$ cat src/rtl/spi_sram_responder_if.sv
// Bus bundle for the SPI SRAM responder: SPI pins, status and host preload port.
interface spi_sram_responder_if;
  logic        sclk;
  logic        cs_n;
  logic        mosi;
  logic        miso;
  logic        miso_oe;
  logic        busy;
  logic        cmd_err;
  logic        load_en;
  logic [15:0] load_addr;
  logic [7:0]  load_data;

  // CPU / harness side
  modport master (
    output sclk, cs_n, mosi, load_en, load_addr, load_data,
    input  miso, miso_oe, busy, cmd_err
  );

  // Memory responder side
  modport slave (
    input  sclk, cs_n, mosi, load_en, load_addr, load_data,
    output miso, miso_oe, busy, cmd_err
  );
endinterface

$ cat src/rtl/spi_sram_responder.sv
// SPI mode-0 responder emulating a 23LC-style serial SRAM (READ 03h / WRITE 02h, 16-bit address,
// auto-increment), with SCLK/CS_N/MOSI oversampled on the local clock and a host preload port.
module spi_sram_responder #(
  parameter int unsigned MEM_DEPTH   = 256,
  parameter int unsigned SYNC_STAGES = 2
) (
  input logic                 clk,
  input logic                 rst,
  spi_sram_responder_if.slave bus
);
  localparam int unsigned AddrW = $clog2(MEM_DEPTH);

  typedef enum logic [2:0] {
    StIdle,
    StCmd,
    StAddrH,
    StAddrL,
    StDataRd,
    StDataWr,
    StIgnore
  } state_e;

  logic [SYNC_STAGES-1:0] r_sclk_sync;
  logic [SYNC_STAGES-1:0] r_cs_sync;
  logic [SYNC_STAGES-1:0] r_mosi_sync;
  logic                   r_sclk_d;
  logic                   r_cs_d;

  state_e      r_state, w_state_next;
  logic [2:0]  r_cnt, w_cnt_next;
  logic [7:0]  r_rx, w_rx_next;
  logic [7:0]  r_tx, w_tx_next;
  logic [15:0] r_addr, w_addr_next;
  logic        r_is_rd, w_is_rd_next;
  logic        r_miso, w_miso_next;
  logic        r_cmd_err, w_cmd_err_next;
  logic        w_spi_we;

  logic [7:0]  r_mem [MEM_DEPTH];

  logic        w_sclk_s, w_cs_s, w_mosi_s;
  logic        w_rise, w_fall, w_cs_fall, w_cs_rise, w_cs_low;
  logic [7:0]  w_shift;
  logic [15:0] w_addr_full;
  logic [15:0] w_addr_inc;
  logic        w_load_we;
  logic        w_unused_load_hi;

  assign w_sclk_s  = r_sclk_sync[SYNC_STAGES-1];
  assign w_cs_s    = r_cs_sync[SYNC_STAGES-1];
  assign w_mosi_s  = r_mosi_sync[SYNC_STAGES-1];
  assign w_rise    = w_sclk_s & ~r_sclk_d;
  assign w_fall    = ~w_sclk_s & r_sclk_d;
  assign w_cs_fall = ~w_cs_s & r_cs_d;
  assign w_cs_rise = w_cs_s & ~r_cs_d;
  assign w_cs_low  = ~w_cs_s;

  // Byte being completed on this rise (rx shifted with the current mosi bit)
  assign w_shift     = {r_rx[6:0], w_mosi_s};
  assign w_addr_full = {r_addr[15:8], w_shift};
  assign w_addr_inc  = r_addr + 16'd1;

  // busy gating keeps preload and SPI writes from ever landing in the same clk
  assign w_load_we        = bus.load_en & ~w_cs_low;
  assign w_unused_load_hi = ^bus.load_addr[15:AddrW];

  assign bus.busy    = w_cs_low;
  assign bus.miso_oe = w_cs_low && (r_state == StDataRd);
  assign bus.miso    = r_miso && w_cs_low && (r_state == StDataRd);
  assign bus.cmd_err = r_cmd_err;

  // Synchronise SPI pins and keep one delayed copy for edge detection; cs idles high
  always_ff @(posedge clk or posedge rst) begin
    if (rst) begin
      r_sclk_sync <= '0;
      r_cs_sync   <= '1;
      r_mosi_sync <= '0;
      r_sclk_d    <= 1'b0;
      r_cs_d      <= 1'b1;
    end else begin
      r_sclk_sync <= {r_sclk_sync[SYNC_STAGES-2:0], bus.sclk};
      r_cs_sync   <= {r_cs_sync[SYNC_STAGES-2:0], bus.cs_n};
      r_mosi_sync <= {r_mosi_sync[SYNC_STAGES-2:0], bus.mosi};
      r_sclk_d    <= w_sclk_s;
      r_cs_d      <= w_cs_s;
    end
  end

  // FSM state and datapath registers
  always_ff @(posedge clk or posedge rst) begin
    if (rst) begin
      r_state   <= StIdle;
      r_cnt     <= 3'd0;
      r_rx      <= 8'd0;
      r_tx      <= 8'd0;
      r_addr    <= 16'd0;
      r_is_rd   <= 1'b0;
      r_miso    <= 1'b0;
      r_cmd_err <= 1'b0;
    end else begin
      r_state   <= w_state_next;
      r_cnt     <= w_cnt_next;
      r_rx      <= w_rx_next;
      r_tx      <= w_tx_next;
      r_addr    <= w_addr_next;
      r_is_rd   <= w_is_rd_next;
      r_miso    <= w_miso_next;
      r_cmd_err <= w_cmd_err_next;
    end
  end

  // Next-state logic: cs edges override everything, then bit/byte handling on sclk edges
  always_comb begin
    w_state_next   = r_state;
    w_cnt_next     = r_cnt;
    w_rx_next      = r_rx;
    w_tx_next      = r_tx;
    w_addr_next    = r_addr;
    w_is_rd_next   = r_is_rd;
    w_miso_next    = r_miso;
    w_cmd_err_next = 1'b0;
    w_spi_we       = 1'b0;

    if (w_cs_rise) begin
      // Abort: any partial byte is dropped without a memory write
      w_state_next = StIdle;
      w_cnt_next   = 3'd0;
      w_miso_next  = 1'b0;
    end else if (w_cs_fall) begin
      w_state_next = StCmd;
      w_cnt_next   = 3'd0;
      w_rx_next    = 8'd0;
      w_miso_next  = 1'b0;
    end else if (w_cs_low) begin
      if (w_fall) begin
        w_miso_next = (r_state == StDataRd) ? r_tx[3'd7 - r_cnt] : 1'b0;
      end
      if (w_rise) begin
        w_rx_next  = w_shift;
        w_cnt_next = r_cnt + 3'd1;
        if (r_cnt == 3'd7) begin
          unique case (r_state)
            StCmd: begin
              if (w_shift == 8'h03) begin
                w_is_rd_next = 1'b1;
                w_state_next = StAddrH;
              end else if (w_shift == 8'h02) begin
                w_is_rd_next = 1'b0;
                w_state_next = StAddrH;
              end else begin
                w_cmd_err_next = 1'b1;
                w_state_next   = StIgnore;
              end
            end
            StAddrH: begin
              w_addr_next  = {w_shift, r_addr[7:0]};
              w_state_next = StAddrL;
            end
            StAddrL: begin
              w_addr_next = w_addr_full;
              if (r_is_rd) begin
                // First read byte fetched now so bit 7 is ready for the coming fall
                w_tx_next    = r_mem[w_addr_full[AddrW-1:0]];
                w_state_next = StDataRd;
              end else begin
                w_state_next = StDataWr;
              end
            end
            StDataWr: begin
              w_spi_we    = 1'b1;
              w_addr_next = w_addr_inc;
            end
            StDataRd: begin
              w_addr_next = w_addr_inc;
              w_tx_next   = r_mem[w_addr_inc[AddrW-1:0]];
            end
            StIgnore: w_state_next = StIgnore;
            StIdle:   w_state_next = StIdle;
            default:  w_state_next = StIdle;
          endcase
        end
      end
    end
  end

  // Backing store: synchronous write from SPI or preload, never cleared by reset
  always_ff @(posedge clk) begin
    if (w_spi_we) begin
      r_mem[r_addr[AddrW-1:0]] <= w_shift;
    end else if (w_load_we) begin
      r_mem[bus.load_addr[AddrW-1:0]] <= bus.load_data;
    end
  end
endmodule

$ cat src/flat_wrapper.sv
// flat-port wrapper written by rule: the top's interface ports become plain ports
module spi_sram_responder_flat 
#(
  parameter int unsigned MEM_DEPTH   = 256,
  parameter int unsigned SYNC_STAGES = 2
)
  (clk, rst, bus_sclk, bus_cs_n, bus_mosi, bus_load_en, bus_load_addr, bus_load_data, bus_miso, bus_miso_oe, bus_busy, bus_cmd_err);
  spi_sram_responder_if bus_i ();
  input logic clk;
  input logic rst;
  input wire logic [$bits(bus_i.sclk)-1:0] bus_sclk;
  input wire logic [$bits(bus_i.cs_n)-1:0] bus_cs_n;
  input wire logic [$bits(bus_i.mosi)-1:0] bus_mosi;
  input wire logic [$bits(bus_i.load_en)-1:0] bus_load_en;
  input wire logic [$bits(bus_i.load_addr)-1:0] bus_load_addr;
  input wire logic [$bits(bus_i.load_data)-1:0] bus_load_data;
  output wire logic [$bits(bus_i.miso)-1:0] bus_miso;
  output wire logic [$bits(bus_i.miso_oe)-1:0] bus_miso_oe;
  output wire logic [$bits(bus_i.busy)-1:0] bus_busy;
  output wire logic [$bits(bus_i.cmd_err)-1:0] bus_cmd_err;
  assign bus_i.sclk = bus_sclk;
  assign bus_i.cs_n = bus_cs_n;
  assign bus_i.mosi = bus_mosi;
  assign bus_i.load_en = bus_load_en;
  assign bus_i.load_addr = bus_load_addr;
  assign bus_i.load_data = bus_load_data;
  assign bus_miso = bus_i.miso;
  assign bus_miso_oe = bus_i.miso_oe;
  assign bus_busy = bus_i.busy;
  assign bus_cmd_err = bus_i.cmd_err;
  spi_sram_responder #(.MEM_DEPTH(MEM_DEPTH), .SYNC_STAGES(SYNC_STAGES)) u_core (.clk(clk), .rst(rst), .bus(bus_i));
endmodule
$ cat config.mk
export PLATFORM = sky130hd
export DESIGN_NAME = spi_sram_responder_flat
export DESIGN_NICKNAME = d
export VERILOG_FILES = /design/src/rtl/spi_sram_responder_if.sv /design/src/rtl/spi_sram_responder.sv /design/src/flat_wrapper.sv
export SDC_FILE = /design/constraint.sdc
export NUM_CORES = 2
export LEC_CHECK = 0
export BUFFER_PORTS_ARGS = -buffer_cell sky130_fd_sc_hd__buf_2
export CAP_MARGIN = 20
export CORE_ASPECT_RATIO = 1.25
export CORE_MARGIN = 1
export CORE_UTILIZATION = 50
export DETAILED_ROUTE_END_ITERATION = 6
export PLACE_DENSITY = 0.68
export SKIP_LAST_GASP = 1
export SYNTH_ARGS = -nofsm -noshare
export SYNTH_HDL_FRONTEND = slang
export SYNTH_SLANG_ARGS = --single-unit
$ cat constraint.sdc
create_clock -name clk -period 34.8 [get_ports clk]
set_clock_uncertainty 0.15 [all_clocks]
set_input_delay 5.22 -clock clk [delete_from_list [all_inputs] [get_ports clk]]
set_output_delay 5.22 -clock clk [all_outputs]
set_load 0.005 [all_outputs]
After elaboration in Yosys (flattened, before gate mapping)
Memory sizes are Yosys's and may differ from the RTL's.
Index checks and enable logic that the tools add are counted.
{"block": "word_totals", "reg_bits": 48, "ram_bits": 2048, "elab_cells": 116, "mem_count": 1}
{"block": "classes", "add_sub_neg": 3, "magnitude_cmp": 1, "eq_ne": 13, "muxes": 50, "n_bitwise": 13, "reduce_logical": 21}
{"memory": "u_core.r_mem", "words": 256, "width": 8, "read_ports": 2, "rd_clocked_by_memory_dff": 0, "wr": 1, "line": "spi_sram_responder.sv:39", "rtl": "logic [7:0] r_mem [MEM_DEPTH];"}
{"cell": "$pmux 16 s3", "count": 1}
{"cell": "$mux 3", "count": 11}
{"cell": "$mux 1", "count": 29}
{"cell": "$reduce_and 7->1", "count": 4}
{"cell": "$mux 8", "count": 3}
{"cell": "$mux 7", "count": 3}
{"cell": "$add 16x1->16 const B", "count": 1}
{"cell": "$eq 8x2->1 const B", "count": 2}
{"cell": "$pmux 8 s2", "count": 1}
{"cell": "$pmux 3 s5", "count": 1}
{"cell": "$eq 3x3->1 const B", "count": 4}
{"cell": "$reduce_bool 2->1", "count": 5}
{"cell": "$reduce_bool 3->1", "count": 3}
{"cell": "$not 1->1", "count": 8}
{"cell": "$reduce_or 8->1", "count": 1}
{"cell": "$eq 3x2->1 const B", "count": 2}
{"cell": "$and 1x1->1", "count": 5}
{"cell": "$lt 3x4->1 const B", "count": 1}
{"cell": "$reduce_and 2->1", "count": 2}
{"cell": "$reduce_and 4->1", "count": 1}
{"cell": "$add 3x1->3 const B", "count": 1}
{"cell": "$bmux 1 s3", "count": 1}
{"cell": "$eq 3x1->1 const B", "count": 1}
{"cell": "$logic_and 1x1->1", "count": 3}
{"cell": "other kinds (7)", "count": 7}

Longest topological paths before layout
{"block": "logic_depth", "ltp_word": 11, "mapped_depth": 14}

Worst setup path after synthesis
OpenSTA, ideal clock, no wires.
{"block": "synth_timing", "path_type": "input port to flip-flop", "from": "input port bus_load_en", "to": "memory u_core.r_mem[0][3] (data pin)", "t_arrival_ns": 15.744, "path_slack_ns": 16.717, "cell_stages": 4, "n_path_buf": 2, "cell_sequence": "and2_0 clkbuf_1 clkbuf_1 o21ai_0"}
{"block": "synth_between", "elab_chain_len": 6}
{"element": "from (decl)", "line": "flat_wrapper.sv:14", "rtl": "input wire logic [$bits(bus_i.load_en)-1:0] bus_load_en;"}
{"element": "$and 1x1->1", "line": "spi_sram_responder.sv:64", "rtl": "assign w_load_we = bus.load_en & ~w_cs_low;"}
{"element": "$mux 1", "line": "spi_sram_responder.sv:190", "rtl": "end else if (w_load_we) begin"}
{"element": "$mux 1", "line": "spi_sram_responder.sv:188", "rtl": "if (w_spi_we) begin"}
{"element": "$mux 1 (not written as such)", "line": "spi_sram_responder.sv:191", "rtl": "r_mem[bus.load_addr[AddrW-1:0]] <= bus.load_data;"}
{"element": "$reduce_or 8->1 (no line)"}
{"element": "$mux 8 (no line)"}
{"element": "to (decl)", "line": "spi_sram_responder.sv:39"}
No other way between the ends.

Worst setup path after layout
{"block": "layout_timing", "from": "input port bus_load_en", "to": "memory u_core.r_mem[77][3], enable pin"}
{"block": "layout_between", "elab_chain_len": 6, "word_cells_on_any_way": 7, "cone_classes": "mux: 5; bitwise: 1; reduce/logical: 1"}
{"element": "$and 1x1->1 (*)", "line": "spi_sram_responder.sv:64"}
{"element": "$mux 1 (*)", "line": "spi_sram_responder.sv:190"}
{"element": "$mux 1 (*)", "line": "spi_sram_responder.sv:188"}
{"element": "$mux 1 (not written as such) (*)", "line": "spi_sram_responder.sv:191"}
{"element": "$reduce_or 8->1 (no line)"}
{"element": "$mux 8 (no line) / $mux 1 (equally long branches)"}
Mark *: on every way between the ends. The rest lies on a longest branch, timed or not.

==> run metrics <==
critical path endpoint u_core.r_mem[77][3]$_DFFE_PP_; critical path class input pin to flop; RSZ-0062 raised after global routing no; Port-buffer cells 25; # DRC 0; most common cell after layout, fill and taps aside edfxtp_1; CP endpoint kind flop; CTS resizes 0; Fin Hold WS 0.194 ns; Layout Nets 5343; pwr dens 48.1 nW/µm²; Setup WS pre-CTS 25.03 ns; final setup fails 0; root buf cell clkbuf_16; crit path DAT 8.91 ns; Most common cell on crit path buf_4; postcts setup bufs 0; clock tree from TritonCTS done; std cell rows 182; cts bufs inserted 196; initial DRC count 9348; die area 200000 µm²; Overflow after GRT 0; Worst slew margin 14.3%; WL/cell 38.7 µm; CTS sink cnt 2088; vias in the first global route 57300; Tcrit/Tclk final 24.7%; slowest cell on the critical path nand3_2; GRT Util Overall 31.1%; Max Cap Violations 0; largest net degree at the start of global routing 257; Slew @ Worst Pin 1.28 ns; Reg-to-Reg Start u_core.r_addr[0]$_DFFE_PP0P_; r2r endpoint u_core.r_tx[1]$_DFFE_PP0P_; DRT Pass-1 Iters 7; synthesized area 99300 µm²; Layout area overhead 8.95%; Post-CTS Hold Buffers 0; Max Clk Rate 116 MHz; Hold Path Class flop to flop; Setup TNS Final 0 ns; Slew Limit Fails 0; cell depth of the worst flop-to-flop path 11; RD Place Congestion 0.994; Vias 58300; IO Count 34; CP startpoint bus_load_en; htree depth 4; Pwr Total 0.00520 W; WP buf/inv 3; commonest cells after routing, fill and taps aside edfxtp_1, mux4_2, nand2_1; CTS clk-pin slew, worst paths 0.07 ns; syn_nets 5393; die width 401 µm; share of cells above drive strength 1 29.0%; CP peak stage delay 0.93 ns; leading register cell type out of synthesis edfxtp_1; crit-path cells buf_2 -> and2_2 -> buf_4 -> o31ai_2 -> nand3_2 -> buf_4 -> nor2_1; Vias/cell 7.24; Startpoint Class input pin; status completed; FF+latch count, synth 2088; number of synthesized flops with an enable pin 2048; family with the most delay on the worst path simple AND/OR/NAND/NOR gates; critical path depth in cells 7; Final min period 8.59 ns; Final WS setup 26.21 ns; DP Wirelength 196000 µm; final hold vios 0; dpl cell area 102000 µm²; die height 500 µm; leakage 34.2 nW; Antenna Nets Post-Route 0; fin area 108000 µm²; floorplan core area 197000 µm²; drt total wl 312000 µm; crit-path max FO 31; first-pass GRT wire length 439000 µm; yosys warns 0; Syn Inst Count 5357; post-synthesis sequential area ratio 63.0%; ys async rst share 1.92%; Worst-Skew Late Latency 0.88 ns; Max Root-Sink Buffers 3; Reg2Reg Setup Slack 28.31 ns; starting density of the core 50.4%; initial antenna violation count 30; worst path required time 35.11 ns; Distinct cells, synth 93; Max IR drop VDD 0.0469 mV; syn_area_per_cell 18.5 µm²
worst min-delay path by stage:
stage                                 endpoint  slack, ns  cells after the start                            start
2_1_floorplan  u_core.r_mosi_sync[1]$_DFF_PP0_       0.18                      0  u_core.r_mosi_sync[0]$_DFF_PP0_
3_3_place_gp   u_core.r_sclk_sync[1]$_DFF_PP0_       0.19                      0  u_core.r_sclk_sync[0]$_DFF_PP0_
3_5_place_dp   u_core.r_sclk_sync[1]$_DFF_PP0_       0.18                      0  u_core.r_sclk_sync[0]$_DFF_PP0_
4_1_cts        u_core.r_sclk_sync[1]$_DFF_PP0_       0.21                      0  u_core.r_sclk_sync[0]$_DFF_PP0_
5_1_grt          u_core.r_cs_sync[1]$_DFF_PP1_       0.21                      0    u_core.r_cs_sync[0]$_DFF_PP1_
6_report       u_core.r_sclk_sync[1]$_DFF_PP0_       0.19                      0  u_core.r_sclk_sync[0]$_DFF_PP0_
cell usage after synthesis (14+ instances only):
library cell	n	area, µm²
a21oi_1	55	275
a221oi_1	30	263
a22o_1	16	140
a22oi_1	64	480
a31oi_1	32	200
a32oi_1	14	123
buf_2	148	741
buf_4	84	631
buf_6	51	574
clkbuf_1	118	443
dfrtp_1	37	926
edfxtp_1	2048	61500
mux2i_1	297	2970
mux4_2	1028	23200
nand2_1	386	1450
nand3_1	161	806
nor2_1	334	1250
nor2b_1	16	100
nor3_1	22	110
o21ai_0	73	365
o21ai_1	14	70.1
o22ai_1	39	244
per-stage QoR:
stage	utilization, %	instances
global placement	51.5	7675
floorplan	-	5357
CTS	54.8	8037
global route	54.9	8049
detailed placement	51.5	7675
finish	54.9	8059
flip-flops by register name (all words and copies together), names as in the netlist, 2 cells and up:
register / count
u_core.r_cnt: 3
u_core.r_tx: 8
u_core.r_state: 3
u_core.r_addr: 8
u_core.r_rx: 7
u_core.r_mosi_sync: 2
u_core.r_sclk_sync: 2
u_core.r_mem: 2048
u_core.r_cs_sync: 2
power breakdown:
part	total, W	switching, W	internal (W)
clock network	0.00219	0.000973	0.00121
registers	0.00277	0.00000799	0.00277
logic	0.000243	0.000155	0.0000878
total	0.00520	0.00114	0.00407
metal layers:
layer / track usage, % / part of all wire (%)
met5: 0 / 0.052
met4: 18.3 / 6.8
met2: 48.5 / 47
met1: 39.5 / 34
met3: 8.17 / 12
cell families (layout without fill, tap and decap cells):
logic type | after synthesis | count (layout) | share of synthesized area [%]
adder cells (fa/ha/maj) | 6 | 6 | 0.0756
other | 0 | 12 | 0
AO/OA/AOI/OAI | 462 | 462 | 3.29
XOR/XNOR | 6 | 6 | 0.0681
multiplexers | 1335 | 1335 | 26.4
buffers and inverters | 438 | 552 | 2.67
AND/OR/NAND/NOR | 1022 | 1022 | 4.50
flip-flops | 2088 | 2088 | 63.0
layout make-up:
cell class,instances,area [µm²]
Timing Repair Buffer,174,1470
Sequential cell,2088,62500
Fill cell,14800,88800
Tap cell,2576,3220
Inverter,16,61.3
Multi-Input combinational cell,2831,34400
Clock inverter,136,1420
Clock buffer,226,5040
Antenna cell,12,30.0
Note: power is estimated with default switching activity, not from simulation.
